==> config.mk <==
export PLATFORM = sky130hd
export DESIGN_NAME = mem_access_unit
export DESIGN_NICKNAME = d
export VERILOG_FILES = /design/src/rtl/mem_access_unit.sv
export SDC_FILE = /design/constraint.sdc
export NUM_CORES = 1
export LEC_CHECK = 0
export BUFFER_PORTS_ARGS = -buffer_cell sky130_fd_sc_hd__buf_2
export CAP_MARGIN = 10
export CORE_MARGIN = 2
export CORE_UTILIZATION = 52
export CTS_BUF_LIST = sky130_fd_sc_hd__clkbuf_4 sky130_fd_sc_hd__clkbuf_8
export CTS_CLUSTER_DIAMETER = 100
export CTS_CLUSTER_SIZE = 24
export DETAILED_ROUTE_END_ITERATION = 7
export HOLD_SLACK_MARGIN = 0.02
export PLACE_DENSITY = 0.88
export SYNTH_ARGS = -nofsm -noshare
export SYNTH_HDL_FRONTEND = slang
export SYNTH_SLANG_ARGS = --single-unit
==> constraint.sdc <==
create_clock -name clk -period 2.73 [get_ports clk]
set_input_delay 0.546 -clock clk [delete_from_list [all_inputs] [get_ports clk]]
set_output_delay 0.546 -clock clk [all_outputs]
set_load 0.02 [all_outputs]
==> src/rtl/mem_access_unit.sv <==
// Memory access unit: turns control-FSM level requests into a req/ack memory transaction and captures IR/MDR.
// Optional macro MISALIGN_CHECK_EN rejects word-misaligned accesses without issuing mem_req.
module mem_access_unit #(
   parameter int unsigned XLEN           = 32,
   parameter int unsigned TIMEOUT_CYCLES = 16
) (
   input  logic            clk,
   input  logic            reset,
   input  logic            req_read,
   input  logic            req_write,
   input  logic            iord,
   input  logic            ir_write,
   input  logic [XLEN-1:0] pc,
   input  logic [XLEN-1:0] alu_out,
   input  logic [XLEN-1:0] wdata,
   output logic            mem_req,
   output logic            mem_we,
   output logic [XLEN-1:0] mem_addr,
   output logic [XLEN-1:0] mem_wdata,
   input  logic [XLEN-1:0] mem_rdata,
   input  logic            mem_ack,
   output logic [XLEN-1:0] ir,
   output logic [XLEN-1:0] mdr,
   output logic            stall,
   output logic            access_done,
   output logic            err,
   output logic            misalign
);

   localparam int unsigned CW = $clog2(TIMEOUT_CYCLES + 1);

   typedef enum logic [1:0] {S_IDLE, S_WAIT, S_DONE} state_t;

   state_t          r_state;
   state_t          w_next;
   logic [CW-1:0]   r_cnt;
   logic            r_we;
   logic            r_irw;
   logic            r_err;
   logic            w_req;
   logic            w_misal;
   logic            w_timeout;
   logic [XLEN-1:0] w_sel_addr;

   assign w_req      = req_read | req_write;
   assign w_sel_addr = iord ? alu_out : pc;
   // Last permitted WAIT cycle: with no ack here the access is abandoned.
   assign w_timeout  = (r_cnt == CW'(TIMEOUT_CYCLES - 1));
   assign mem_we     = r_we;
   assign err        = r_err;

`ifdef MISALIGN_CHECK_EN
   logic r_mis;
   assign w_misal  = (w_sel_addr[1:0] != 2'b00);
   assign misalign = r_mis & (r_state == S_DONE);
`else
   assign w_misal  = 1'b0;
   assign misalign = 1'b0;
`endif

   always_ff @(posedge clk or negedge reset) begin
      if (!reset) r_state <= S_IDLE;
      else        r_state <= w_next;
   end

   always_comb begin
      w_next      = r_state;
      mem_req     = 1'b0;
      stall       = 1'b0;
      access_done = 1'b0;
      case (r_state)
         S_IDLE: begin
            if (w_req) begin
               stall  = 1'b1;
               w_next = w_misal ? S_DONE : S_WAIT;
            end
         end
         S_WAIT: begin
            mem_req = 1'b1;
            stall   = 1'b1;
            if (mem_ack || w_timeout) w_next = S_DONE;
         end
         S_DONE: begin
            access_done = 1'b1;
            w_next      = S_IDLE;
         end
         default: w_next = S_IDLE;
      endcase
   end

   always_ff @(posedge clk or negedge reset) begin
      if (!reset) begin
         mem_addr  <= '0;
         mem_wdata <= '0;
         ir        <= '0;
         mdr       <= '0;
         r_cnt     <= '0;
         r_we      <= 1'b0;
         r_irw     <= 1'b0;
         r_err     <= 1'b0;
`ifdef MISALIGN_CHECK_EN
         r_mis     <= 1'b0;
`endif
      end else begin
         case (r_state)
            S_IDLE: begin
               if (w_req) begin
                  mem_addr  <= w_sel_addr;
                  mem_wdata <= wdata;
                  r_we      <= req_write;
                  r_irw     <= ir_write;
                  r_cnt     <= '0;
                  if ((req_read & req_write) | w_misal) r_err <= 1'b1;
`ifdef MISALIGN_CHECK_EN
                  r_mis     <= w_misal;
`endif
               end
            end
            S_WAIT: begin
               if (mem_ack) begin
                  if (!r_we) begin
                     if (r_irw) ir  <= mem_rdata;
                     else       mdr <= mem_rdata;
                  end
               end else begin
                  r_cnt <= r_cnt + CW'(1);
                  if (w_timeout) r_err <= 1'b1;
               end
            end
            default: ;
         endcase
      end
   end

endmodule

==> metrics.yaml <==
synthesis:
  ys_top_cells_by_count: "mux2_2 (140), dfrtp_1 (138), mux2_4 (20)"
  synth_fa_ha_area_frac: 0.00432
  synth_ff_type: "dfrtp_1"
  synth-edff-count: 0
  ys_warn_count: 0
  synth_nets: 497
  synth_xor_xnor_area_share: 0
  synth-seq-cells: 138
  seq_area_frac_synth: 0.596
  synth_cell_types: 34
  synthTopCellsByArea: "dfrtp_1 (60%), mux2_2 (27%), mux2_4 (5.2%)"
  synth.top_cell.area_share: 0.596
  netlist_area_mm2: 0.00579
  synth_top_family_by_area: "multiplexers"
  avgSynthCellArea_um2: 16.1
  synthArstFlopShare: 1.00
  synth_most_common_cell: "mux2_2"
  synthMuxAreaShare: 0.326
  synthSimpleGateAreaFrac: 0.0257
  synth_largest_area_cell: "dfrtp_1"
  synth_compound_area_frac: 0.0188
  syn_inst: 360
floorplanning:
  io_pins: 269
  die_h_um: 110
  die-area_mm2: 0.0120
  core.rowCount: 38
  chipWidth_um: 110
  core_area_mm2: 0.0108
  start_util: 0.534
place:
  gp_congestion: 0.815
  pre_cts_ws_ns: 0.746
  placed_cell_area_mm2: 0.00720
  dp.cells: 752
  hpwlAfterDp_um: 10100
  io_buffer_count: 267
grt:
  grt.overflow.total: 0
  grt_pass1_wl_um: 20700
  antenna_found_initial: 0
  grt_pass1_vias: 4185
  grt_usage: 0.230
  grt_max_degree: 65
cts:
  clkSlewWorstSetupHoldPaths_ns: 0.07
  cts_max_level: 4
  cts_resized: 0
  hold_buffers: 0
  cts_tree: "built"
  clk_latency_ns: 0.44
  clock_path_buffers: 2
  cts_buffers: 17
  cts_root_buffer: "clkbuf_8"
  postCtsSetupRepairBufs: 0
  cts_sinks: 138
critical_path:
  cpPeakStageDelay_ns: 0.49
  cpLargestDelayFamily: "flip-flops"
  path_cells: "nor3_1 > nor2_1 > buf_2"
  cp-start-kind: "flop"
  crit_type: "reg2out"
  worst-path-max-fanout: 9
  critPathSlowestCell: "dfrtp_1"
  cp.buffers_inverters: 1
  critPathArrivalTime_ns: 1.53
  endpoint_kind: "output port"
  required_ns: 2.18
sta:
  max-slew-margin-rel: 0.548
  finalSetupTns_ns: 0
  finalSetupViolCount: 0
  rsz0062_at_grt: "no"
  fin_worst_skew_ns: 0.00673
  finalHoldViolations: 0
  min_period_ns: 2.07
  tightest_slew_ns: 0.678
  report.final.slew_viol_count: 0
  timing.final.crit_share: 0.759
  fmax_mhz: 482
  setup_ws_ns: 0.657
  whs_ns: 0.0791
routing:
  drtIter0Drc: 164
  ant_nets: 0
  dr.pass1.iters: 4
  vias: 3990
  via_per_inst: 5.09
  wl_per_cell_um: 17.1
  wirelength_um: 13400
  drc_errors: 0
power_and_ir_drop:
  irDropWorstVdd_mv: 0.766
  power_density_mw_per_mm2: 1270
  p_leak_nw: 3.81
  power_mw: 9.71
finish:
  stdcell_count: 784
  final_core_utilization: 0.706
  final_nets: 768
  antenna_cells: 0
  finalInstanceArea_mm2: 0.00765
  syn2layout_area_growth_pct: 32.1
  drive_gt1_frac: 0.728
status:
  status: "finished clean"
min_path:
  hold_class: "in2async"
run:
  cap_violations: 0
-- worst reg2reg max path, stage by stage, from the launching register on --
cell and delay [ns]:
dfrtp_1 0.53, nand2b_4 0.13, inv_2 0.13, nand4b_4 0.52
mux2_1 0.53
-- routing by layer --
metal / track usage / part of all wire
met1: 0.264 / 0.38
met2: 0.395 / 0.52
met3: 0.0652 / 0.066
met4: 0.109 / 0.028
met5: 0 / 0
-- sequential cells by signal, indices dropped and copies added (netlist names) --
register / flops
err: 1
r_cnt: 5
r_state: 2
ir: 32
mem_wdata: 32
mdr: 32
mem_addr: 32
r_irw: 1
mem_we: 1
-- power breakdown --
part	switching, mW	internal, mW	total (mW)
Clock	0.761	1.06	1.82
Combinational	2.38	1.89	4.27
Sequential	0.563	3.05	3.61
-- logic make-up after synthesis --
family	Yosys count
DFF	138
AOI/OAI and AO/OA	15
adders and majority gates	2
other	1
buffers and inverters	22
muxes	161
and+or+nand+nor	21
-- final timing paths --
| path | from | end | slack [ns] | cells after the start |
|---|---|---|---|---|
| min | reset | mem_addr[19] | 0.08 | 1 |
| min in group clk | wdata[21] | mem_wdata[21] | 0.33 | 2 |
| min reg2reg | ir[6] | ir[6] | 0.49 | 1 |
| max in group asynchronous | reset | ir[19] | 1.94 | 2 |
| max reg2reg | r_state[0] | ir[6] | 0.79 | 4 |
| max | r_state[0] | stall | 0.66 | 3 |
-- layout by cell type, fill, tap and decap left out, types with 2 or more instances in the layout --
cell       count
mux2_2       140
o2bb2ai_1      2
clkbuf_8      20
ha_1           2
dfrtp_1      138
o21bai_1       2
buf_4          4
clkinv_2       5
o21ai_0        3
nand2_1        4
nand3_1        2
buf_2        266
bufinv_16      4
mux2_4        20
o211ai_1       2
a22o_1         2
or3_1          2
clkinv_4       2
nor2_1         5
-- area by class of cell --
cell class / instances / area (um^2)
multi-input cells: 200 / 2180
clock buffers: 20 / 275
well taps: 140 / 175
fillers: 736 / 3190
repair buffers: 272 / 1390
clock inverters: 12 / 170
flip-flops and latches: 138 / 3450
inverters: 2 / 7.51
(Power assumes the default switching activity.)
